===== config.mk =====
export PLATFORM = sky130hd
export DESIGN_NAME = sram_rw_ctrl
export DESIGN_NICKNAME = d
export VERILOG_FILES = /design/src/rtl/sram_rw_ctrl.sv
export SDC_FILE = /design/constraint.sdc
export NUM_CORES = 1
export LEC_CHECK = 0
export CORE_AREA = 2 2 188 190
export DETAILED_ROUTE_END_ITERATION = 10
export DIE_AREA = 0 0 190 192
export GPL_ROUTABILITY_DRIVEN = 0
export SKIP_LAST_GASP = 1
export SYNTH_ARGS = -nofsm -noshare
export SYNTH_HDL_FRONTEND = slang
export SYNTH_SLANG_ARGS = --single-unit

===== constraint.sdc =====
create_clock -name clock -period 4.65 [get_ports clock]
set_input_delay 0.93 -clock clock [delete_from_list [all_inputs] [get_ports clock]]
set_output_delay 0.93 -clock clock [all_outputs]
set_load 0.01 [all_outputs]

===== src/rtl/sram_rw_ctrl.sv =====
// Front-end for a single-port mask-write SRAM: zero-fill sweep, write/read
// arbitration onto the one port, and a 2-entry read response buffer.
module sram_rw_ctrl #(
    parameter int DATA_W = 76,
    parameter int ADDR_W = 7,
    parameter int DEPTH  = 128
) (
    input  logic              clock,
    input  logic              reset_n,
    output logic              init_done,
    input  logic              wreq_valid,
    output logic              wreq_ready,
    input  logic [ADDR_W-1:0] wreq_addr,
    input  logic [DATA_W-1:0] wreq_data,
    input  logic [DATA_W-1:0] wreq_mask,
    input  logic              rreq_valid,
    output logic              rreq_ready,
    input  logic [ADDR_W-1:0] rreq_addr,
    output logic              rresp_valid,
    input  logic              rresp_ready,
    output logic [DATA_W-1:0] rresp_data,
    output logic              sram_en,
    output logic              sram_wmode,
    output logic [ADDR_W-1:0] sram_addr,
    output logic [DATA_W-1:0] sram_wmask,
    output logic [DATA_W-1:0] sram_wdata,
    input  logic [DATA_W-1:0] sram_rdata
);

    typedef enum logic [1:0] {
        RST_WAIT,
        INIT,
        RUN
    } state_t;

    state_t              r_state;
    logic [ADDR_W-1:0]   r_cnt;
    logic                r_init_done;
    logic                r_last_rd;
    logic                r_inflight;
    logic                r_v0;
    logic                r_v1;
    logic [DATA_W-1:0]   r_d0;
    logic [DATA_W-1:0]   r_d1;

    logic                w_run;
    logic                w_pop;
    logic [1:0]          w_outst;
    logic                w_credit;
    logic                w_rd_ok;
    logic                w_wr_ok;
    logic                w_conflict;
    logic                w_gnt_w;
    logic                w_gnt_r;
    logic                w_v0_n;
    logic                w_v1_n;
    logic [DATA_W-1:0]   w_d0_n;
    logic [DATA_W-1:0]   w_d1_n;

    assign w_run   = (r_state == RUN);
    assign w_pop   = r_v0 && rresp_ready;
    // Reads in flight plus buffered responses, less the one leaving now.
    assign w_outst = 2'(r_inflight) + 2'(r_v0) + 2'(r_v1);
    assign w_credit = (w_outst - 2'(w_pop)) < 2'd2;

    assign w_rd_ok    = w_run && rreq_valid && w_credit;
    assign w_wr_ok    = w_run && wreq_valid;
    assign w_conflict = w_wr_ok && w_rd_ok;
    assign w_gnt_w    = w_wr_ok && (!w_rd_ok || r_last_rd);
    assign w_gnt_r    = w_rd_ok && (!w_wr_ok || !r_last_rd);

    assign wreq_ready  = w_gnt_w;
    assign rreq_ready  = w_gnt_r;
    assign init_done   = r_init_done;
    assign rresp_valid = r_v0;
    assign rresp_data  = r_d0;

    always_comb begin
        sram_en    = 1'b0;
        sram_wmode = 1'b0;
        sram_addr  = '0;
        sram_wmask = '0;
        sram_wdata = '0;
        unique case (r_state)
            INIT: begin
                sram_en    = 1'b1;
                sram_wmode = 1'b1;
                sram_addr  = r_cnt;
                sram_wmask = '1;
            end
            RUN: begin
                if (w_gnt_w) begin
                    sram_en    = 1'b1;
                    sram_wmode = 1'b1;
                    sram_addr  = wreq_addr;
                    sram_wmask = wreq_mask;
                    sram_wdata = wreq_data;
                end else if (w_gnt_r) begin
                    sram_en   = 1'b1;
                    sram_addr = rreq_addr;
                end
            end
            default: begin
                sram_en = 1'b0;
            end
        endcase
    end

    // Shift-style FIFO: head is always in r_d0 so rresp_data is a plain flop.
    always_comb begin
        w_v0_n = w_pop ? r_v1 : r_v0;
        w_d0_n = w_pop ? r_d1 : r_d0;
        w_v1_n = w_pop ? 1'b0 : r_v1;
        w_d1_n = r_d1;
        if (r_inflight) begin
            if (!w_v0_n) begin
                w_v0_n = 1'b1;
                w_d0_n = sram_rdata;
            end else begin
                w_v1_n = 1'b1;
                w_d1_n = sram_rdata;
            end
        end
    end

    always_ff @(posedge clock or negedge reset_n) begin
        if (!reset_n) begin
            r_state     <= RST_WAIT;
            r_cnt       <= '0;
            r_init_done <= 1'b0;
            r_last_rd   <= 1'b1;
            r_inflight  <= 1'b0;
            r_v0        <= 1'b0;
            r_v1        <= 1'b0;
            r_d0        <= '0;
            r_d1        <= '0;
        end else begin
            unique case (r_state)
                RST_WAIT: begin
                    r_state <= INIT;
                    r_cnt   <= '0;
                end
                INIT: begin
                    r_cnt <= r_cnt + 1'b1;
                    if (r_cnt == ADDR_W'(DEPTH - 1)) begin
                        r_state     <= RUN;
                        r_init_done <= 1'b1;
                    end
                end
                default: begin
                    r_state <= RUN;
                end
            endcase
            if (w_conflict) begin
                r_last_rd <= w_gnt_r;
            end
            r_inflight <= w_gnt_r;
            r_v0       <= w_v0_n;
            r_v1       <= w_v1_n;
            r_d0       <= w_d0_n;
            r_d1       <= w_d1_n;
        end
    end

endmodule


# Yosys cells after proc, flatten, opt, wreduce, memory -nomap -nowiden
# Cells that the tools add are included.
# W data, S select, Z words.
dict set report totals {
  ff_bits 166
  latch_bits 0
  ram_bits 0
  mem_bits_ro 0
  in_bits 247
  output_inout_bits 241
  n_memories 0
}
dict set report classes {
  add_sub_neg 4
  n_mul 0
  n_div 0
  n_lt_le_gt_ge 1
  n_eq_ne 4
  shift 0
  muxes 23
  n_bitwise 0
  reduce_logical 16
}
# operator count
set ops {}
lappend ops {{$mux W76} 6}
lappend ops {{$pmux W76 S2} 1}
lappend ops {{$pmux W7 S2} 2}
lappend ops {{$mux W7} 2}
lappend ops {{$mux W1} 8}
lappend ops {{$add A7 B1 Y7 const B} 1}
lappend ops {{$eq A7 B7 Y1 const B} 1}
lappend ops {{$logic_and A1 B1 Y1} 7}
lappend ops {{$pmux W1 S2} 2}
lappend ops {{$pmux W2 S2} 1}
lappend ops {{$reduce_and A2 Y1} 2}
lappend ops {{$logic_not A1 Y1} 3}
lappend ops {{$add A1 B1 Y2} 1}
lappend ops {{$add A2 B1 Y2} 1}
lappend ops {{$eq A2 B1 Y1 const B} 1}
lappend ops {{$eq A2 B2 Y1 const B} 1}
lappend ops {{$logic_not A2 Y1} 1}
lappend ops {{$logic_or A1 B1 Y1} 2}
lappend ops {{$lt A2 B2 Y1 const B} 1}
lappend ops {{$mux W2} 1}
lappend ops {{$ne A2 B2 Y1 const B} 1}
lappend ops {{$reduce_bool A2 Y1} 1}
lappend ops {{$sub A2 B1 Y2} 1}

# Depth between registers and ports, before layout
# Gate-level depths: netlist (run 1).
dict set report logic_depth {
  ltp_word 10
  ltp_mapped 13
  mapped_depth_nobuf 8
}

# Worst setup path after synthesis (run 1)
# OpenSTA, ideal clock, no wires.
dict set report synth_path {
  kind {input -> output}
  startpoint {input rresp_ready}
  endpoint {output sram_addr[0]}
  arrival_time_ns 3.288
  t_required_ns 3.720
  path_slack_ns 0.432
  stages 13
  n_path_buf 5
  cell_sequence {and2_1 buf_2 buf_2 buf_4 ha_1 inv_1 ha_1 a21oi_1 xnor2_1 o31a_1 buf_2 buf_2 a221o_1}
}
dict set report synth_between {
  elab_chain_cells 9
}
# item line
set synth_lines {}
lappend synth_lines {{start, declared} 20} ;# input logic rresp_ready,
lappend synth_lines {{$logic_and A1 B1 Y1 (*)} 61} ;# assign w_pop = r_v0 && rresp_ready;
lappend synth_lines {{$sub A2 B1 Y2 (*)} 64} ;# assign w_credit = (w_outst - 2'(w_pop)) < 2'd2;
lappend synth_lines {{$lt A2 B2 Y1 (*)} 64}
lappend synth_lines {{$logic_and A1 B1 Y1 (*)} 66} ;# assign w_rd_ok = w_run && rreq_valid && w_credit;
lappend synth_lines {{$logic_not A1 Y1} 69} ;# assign w_gnt_w = w_wr_ok && (!w_rd_ok || r_last_rd);
lappend synth_lines {{$logic_or A1 B1 Y1} 69}
lappend synth_lines {{$logic_and A1 B1 Y1} 69}
lappend synth_lines {{$mux W7 (*)} 92} ;# if (w_gnt_w) begin
lappend synth_lines {{$pmux W7 S2 (*)} 84} ;# unique case (r_state)
lappend synth_lines {{end, declared} 24} ;# output logic [ADDR_W-1:0] sram_addr,
# Mark *: on every way between the ends. The rest lies on a longest branch, timed or not.

# Final worst setup path (run 1)
dict set report layout_path {
  startpoint {input rresp_ready}
  endpoint {output sram_wmask[19]}
}
dict set report layout_between {
  elab_chain_cells 9
}
# item line
set layout_lines {}
lappend layout_lines {{$logic_and A1 B1 Y1} 61}
lappend layout_lines {{$sub A2 B1 Y2} 64}
lappend layout_lines {{$lt A2 B2 Y1} 64}
lappend layout_lines {{$logic_and A1 B1 Y1} 66}
lappend layout_lines {{$logic_not A1 Y1} 69}
lappend layout_lines {{$logic_or A1 B1 Y1} 69}
lappend layout_lines {{$logic_and A1 B1 Y1} 69}
lappend layout_lines {{$mux W76} 92}
lappend layout_lines {{$pmux W76 S2} 84}
lappend layout_lines {{end, declared} 25} ;# output logic [DATA_W-1:0] sram_wmask,
# No other way between the ends.

==> results of run 1 <==
-- power by group --
group / internal (W) / switching (W) / leakage, nW
sequential: 0.00148 / 0.0000185 / 2.12
clock: 0.000875 / 0.000594 / 0.286
combinational: 0.000259 / 0.000152 / 4.16
total: 0.00261 / 0.000765 / 6.57
-- area by class of cell --
type                    count  area, um^2
clock buffers              21         460
diodes                      8        20.0
flip-flops and latches    166        4160
multi-input cells         539        3950
clock inverters            10         148
repair buffers            507        5300
well taps                 455         569
inverters                   6        22.5
fillers                  3247       19700
-- sequential cells by signal (all words and copies together), names as in the netlist, 2 cells and up --
| signal | flops |
|---|---|
| r_d1 | 76 |
| r_state | 2 |
| rresp_data | 76 |
| r_cnt | 7 |
-- synth_stat cells, types with 5 or more instances --
library cell	count	area [um^2]
nand2_1	88	330
nor3_1	7	35.0
and2_1	79	494
o21ai_0	81	405
ha_1	6	75.1
mux2_2	76	856
dfrtp_1	165	4130
mux2i_1	77	771
clkbuf_1	32	120
a21o_1	81	608
nand3_1	5	25.0
inv_1	6	22.5
buf_2	25	125
-- timing repair --
action | CTS | global route
pin swaps | 0 | 1
endpoints found under the setup margin | 146 | 146
hold buffers | 0 | 0
gates resized for setup | 16 | 93
-- routing by layer --
layer / global-route usage [%] / vias up / wire length, um
met4: 5.99 / 0 / 301
met3: 6.91 / 26 / 3360
met2: 31.8 / 321 / 18200
met5: 0 / - / 0
met1: 28.3 / 3828 / 17500
li1: - / 3594 / -
-- stage by stage --
step	instance area [um^2]	hold slack, ns	setup slack (ns)	setup TNS [ns]	power [W]
finish	14600	0.507	0.0333	0	0.00338
global route	14600	0.515	-0.0198	-0.113	0.00351
CTS	14400	0.509	-0.0587	-0.0647	0.00343
detailed placement	13800	0.495	-0.123	-2.59	0.00193
global placement	13800	0.486	-0.120	-2.93	0.00194
floorplan	8350	0.449	0.432	0	0.00157
-- logic make-up (layout without fill, tap and decap cells) --
| group | count (synthesis) | in the layout |
|---|---|---|
| flops | 166 | 166 |
| buf+inv | 69 | 544 |
| mux | 153 | 153 |
| other cells | 0 | 8 |
| xor+xnor | 7 | 7 |
| compound gates | 179 | 179 |
| simple gates | 194 | 194 |
| fa+ha+maj | 6 | 6 |
-- final timing paths --
check / startpoint / end / slack, ns
worst max-delay path: rresp_ready / sram_wmask[19] / 0.03
worst max register to register: rresp_valid / rresp_data[73] / 2.00
min in group asynchronous: reset_n / r_d1[35] / 0.57
worst min register to register: r_d1[56] / r_d1[56] / 0.51
worst min-delay path: r_d1[56] / r_d1[56] / 0.51
max in group asynchronous: reset_n / r_last_rd / 3.10
-- critical path: stages --
cell and delay [ns]:
clkdlybuf4s50_1 0.42, and2_4 0.15, ha_1 0.27, inv_1 0.04, ha_1 0.27, a21oi_2 0.18, xnor2_2 0.14, o31a_2 0.39
buf_12 0.19, a21o_1 0.21, clkdlybuf4s50_1 0.47
==> summary.txt, run 1 <==
Synth
  – Flop and latch count out of synthesis: 166
  – Top_reg_cell synth: dfrtp_1
  – Netlist cell types: 30
  – Synthesized area: 8350 um^2
  – Fraction of the mapped netlist area in compound gates: 13.9%
  – Mux contribution to synthesized area: 19.5%
  – Cell count after synthesis: 774
  – Adder-cell share of the synthesized area: 0.899%
  – Synth Net Count: 1027
  – Main combinational cell family by area after synthesis: multiplexers
  – XOR/XNOR share of the synthesized area: 0.735%
  – FFs w/ async S/R, synth: 100%
  – Ys Warns: 0
  – Register area share after synthesis: 49.8%
  – Avg Cell Area, Syn: 10.8 um^2
  – Number of flops mapped to enable cells by yosys: 0
  – Fraction of the mapped netlist area in simple logic gates: 11.6%

Routing
  – DRT Wirelength: 39400 um
  – Vias per cell: 4.54
  – Drt first pass iters: 5
  – Via Count: 7769
  – DR iter-0 viols: 432
  – Post-detailed-route count of antenna-violating nets: 0
  – WL/cell: 23.0 um
  – Number of remaining DRC errors: 0

Global route
  – Pin count of the biggest net entering global routing: 86
  – First-pass GRT wire length: 55200 um
  – GR Overflow Total: 0
  – Initial antenna violation count: 10
  – GRT Util Overall: 20.9%
  – Vias in the first global route: 8003

Floorplan
  – # IOs: 488
  – Row count: 68
  – Horiz. Die Dim: 190 um
  – Die Height: 192 um
  – Initial Util: 24.3%
  – Placeable Area: 34300 um^2
  – Die area: 36500 um^2

Clocking
  – CTS Root Cell: clkbuf_16
  – CTS Buf Count: 17
  – Max Root-Sink Buffers: 2
  – CTS Sinks: 166
  – CTS tree: built
  – Clk_lat worst skew: 0.43 ns
  – Clk slew on worst S/H paths: 0.06 ns
  – Postcts setup bufs: 0
  – H-tree levels: 4

Setup path
  – Reg2Reg Depth: 5
  – CP Data Arrival Time: 3.69 ns
  – Critical path class: in2out
  – CP endpoint kind: primary output
  – CP Launch Type: input port
  – WP data required: 3.72 ns
  – Crit Path Max Fanout: 45

Final layout
  – Non-filler instance count after layout: 1712
  – Layout cell share with drive strength beyond 1: 11.0%
  – Final Util: 42.7%
  – Area grow syn2layout: 75.2%
  – Most common cell after layout, fill and taps aside: clkdlybuf4s50_1
  – Most frequent cells in the layout: clkdlybuf4s50_1, dfrtp_1, dlymetal6s2s_1
  – Nets: 1490

STA
  – Worst Max-Slew Pin Slew: 1.01 ns
  – Slew headroom: 32.6%
  – Clk_skew: 0.00975 ns
  – Final Hold Vio Count: 0
  – Fmax: 217 MHz
  – Final Critical Period: 4.62 ns
  – Fin crit share: 99.3%
  – Unrepaired setup endpoints after global routing: true
  – Final setup vio count: 0
  – Final Max Tran Viols: 0

Power and ir drop
  – P_leak: 6.57 nW
  – Pwr Density: 231 nW/um^2
  – Max rail drop VDD: 0.209 mV

Placement
  – Placed Cells: 1673
  – Port Buf Inserts: 487
  – DP HPWL: 30500 um

Hold path
  – Worst min-delay path class: reg2reg
  – Cell depth of the worst hold path: 1

Outcome
  – Status: completed

Run
  – Max-capacitance violation count: 0
Note: power is estimated with default switching activity, not from simulation.
==> inputs of run 2 (changes only) <==
Settings changed: CORE_AREA 2 2 188 190 to 8 8 183 185, DIE_AREA 0 0 190 192 to 0 0 191 193.
==> run 2 against run 1 <==
  * Sequential cell count unchanged
  * Sequential share of layout area grew 0.10 points
  * Worst setup slack better by 0.037 ns
  * Register-to-register slack improved by 0.02 ns
  * Sequential power is essentially flat
  * Combinational power decreased by 4%
  * Largest power group unchanged
  * Clock power hardly changed
  * Worst hold slack about the same
==> summary.txt, run 2 (synthesis results as in run 1) <==
Hold path
  – Hold path start: r_d1[30]
  – Worst min-delay path class: reg2reg
  – Cell depth of the worst hold path: 1

Final layout
  – Nets: 1486
  – Most common cell after layout, fill and taps aside: clkdlybuf4s50_1
  – Most frequent cells in the layout: clkdlybuf4s50_1, dfrtp_1, dlymetal6s2s_1
  – Area grow syn2layout: 74.6%
  – Fillers: 2876
  – Final Util: 47.3%
  – Non-filler instance count after layout: 1653
  – Final instance area: 14600 um^2
  – Layout cell share with drive strength beyond 1: 10.7%

Routing
  – WL/cell: 22.9 um
  – Drt first pass iters: 4
  – Vias per cell: 4.59
  – Number of remaining DRC errors: 0
  – Via Count: 7583
  – DRT Wirelength: 37800 um
  – Post-detailed-route count of antenna-violating nets: 0
  – DR iter-0 viols: 474

Global route
  – GR Overflow Total: 0
  – Pin count of the biggest net entering global routing: 149
  – Initial antenna violation count: 7
  – First-pass GRT wire length: 54000 um
  – Vias in the first global route: 7906
  – GRT Util Overall: 19.7%

STA
  – Final setup vio count: 0
  – Setup WS post-layout: 0.0700 ns
  – Slew headroom: 25.7%
  – Clk_skew: 0.00851 ns
  – Final Critical Period: 4.58 ns
  – Worst Max-Slew Pin Slew: 1.12 ns
  – Final Hold Vio Count: 0
  – Final setup TNS: 0 ns
  – Unrepaired setup endpoints after global routing: true
  – Fin crit share: 98.5%
  – Final Max Tran Viols: 0
  – Fmax: 218 MHz

Floorplan
  – Die area: 36900 um^2
  – Initial Util: 27.1%
  – Horiz. Die Dim: 191 um
  – # IOs: 488
  – Placeable Area: 30800 um^2
  – Row count: 65
  – Die Height: 193 um

Placement
  – Placed Cells: 1614
  – Dpl ws: -0.0454 ns
  – Post-DP Area: 13700 um^2
  – DP HPWL: 28900 um
  – Port Buf Inserts: 487

Setup path
  – Reg2Reg Depth: 5
  – CP Data Arrival Time: 3.65 ns
  – CP endpoint kind: primary output
  – CP Launch Type: input port
  – CP startpoint: rresp_ready
  – Worst reg2reg startpoint: rresp_valid
  – Crit Path Max Fanout: 37
  – WP data required: 3.72 ns
  – Critical path class: in2out

Clocking
  – CTS Buf Count: 17
  – CTS Root Cell: clkbuf_16
  – # hold bufs at CTS: 0
  – H-tree levels: 4
  – CTS Sinks: 166
  – Max Root-Sink Buffers: 2
  – CTS tree: built
  – Clk_lat worst skew: 0.42 ns
  – Clk slew on worst S/H paths: 0.07 ns

Power and ir drop
  – Pwr Density: 229 nW/um^2
  – P_leak: 7.37 nW
  – Max rail drop VDD: 0.189 mV

Run
  – Max-capacitance violation count: 0

Outcome
  – Status: completed
-- run 2: cell types whose count changed in the layout (fill, tap and decap cells not counted), sizes merged --
cell / delta
clkinv: +1
dlygate4sd2: -9
inv: +5
bufinv: -1
clkbuf: -3
dlymetal6s2s: +9
diode: -3
buf: -7
bufbuf: +1
clkinvlp: -1
clkdlybuf4s50: +2
-- run 2: path summary, 6_finish.rpt --
path                                   to  slack [ns]
min                              r_d1[30]        0.51
min reg2reg                      r_d1[30]        0.51
min in group asynchronous  rresp_data[34]        0.63
max in group asynchronous       r_last_rd        3.05
max                        sram_wdata[48]        0.07
max reg2reg                rresp_data[34]        2.02
-- run 2: worst max-delay path: stages --
cell             delay [ns]
clkdlybuf4s50_1        0.42
and2_4                 0.15
ha_1                   0.27
inv_1                  0.04
ha_1                   0.28
a21oi_2                0.17
xnor2_2                0.11
o311a_2                0.44
buf_12                 0.18
and2_1                 0.17
clkdlybuf4s50_1        0.48
-- run 2: cell type report --
type                    count  area, um^2  share of cell area [%]
repair buffers            503        5340                    36.7
flip-flops and latches    166        4160                    28.5
multi-input cells         539        3940                    27.1
well taps                 402         503                    3.45
clock buffers              18         429                    2.94
clock inverters            14         165                    1.13
inverters                   6        22.5                   0.155
diodes                      5        12.5                  0.0859
-- run 2: stage by stage --
stage               total power [W]  hold slack (ns)
floorplan                   0.00157            0.449
global placement            0.00192            0.487
detailed placement          0.00192            0.493
CTS                         0.00338            0.510
global route                0.00347            0.518
finish                      0.00333            0.507
-- run 2: power by group --
part	switching (W)	internal (W)
combinational	0.000135	0.000258
sequential	0.0000201	0.00148
clock	0.000634	0.000808
-- run 2: repair_timing --
| item | 4_1_cts | 5_1_grt |
|---|---|---|
| buffers inserted | 1 | 0 |
| pin swaps | 1 | 1 |
| gates cloned | 1 | 0 |
| setup endpoints to repair | 108 | 103 |
| gates resized for setup | 7 | 100 |
-- run 2: routing by layer --
layer	vias up	track usage [%]	routed length (um)
met2	278	29.7	17800
met5	-	0	0
li1	3598	-	-
met1	3693	25.7	15900
met4	0	3.82	203
met3	14	8.78	3940
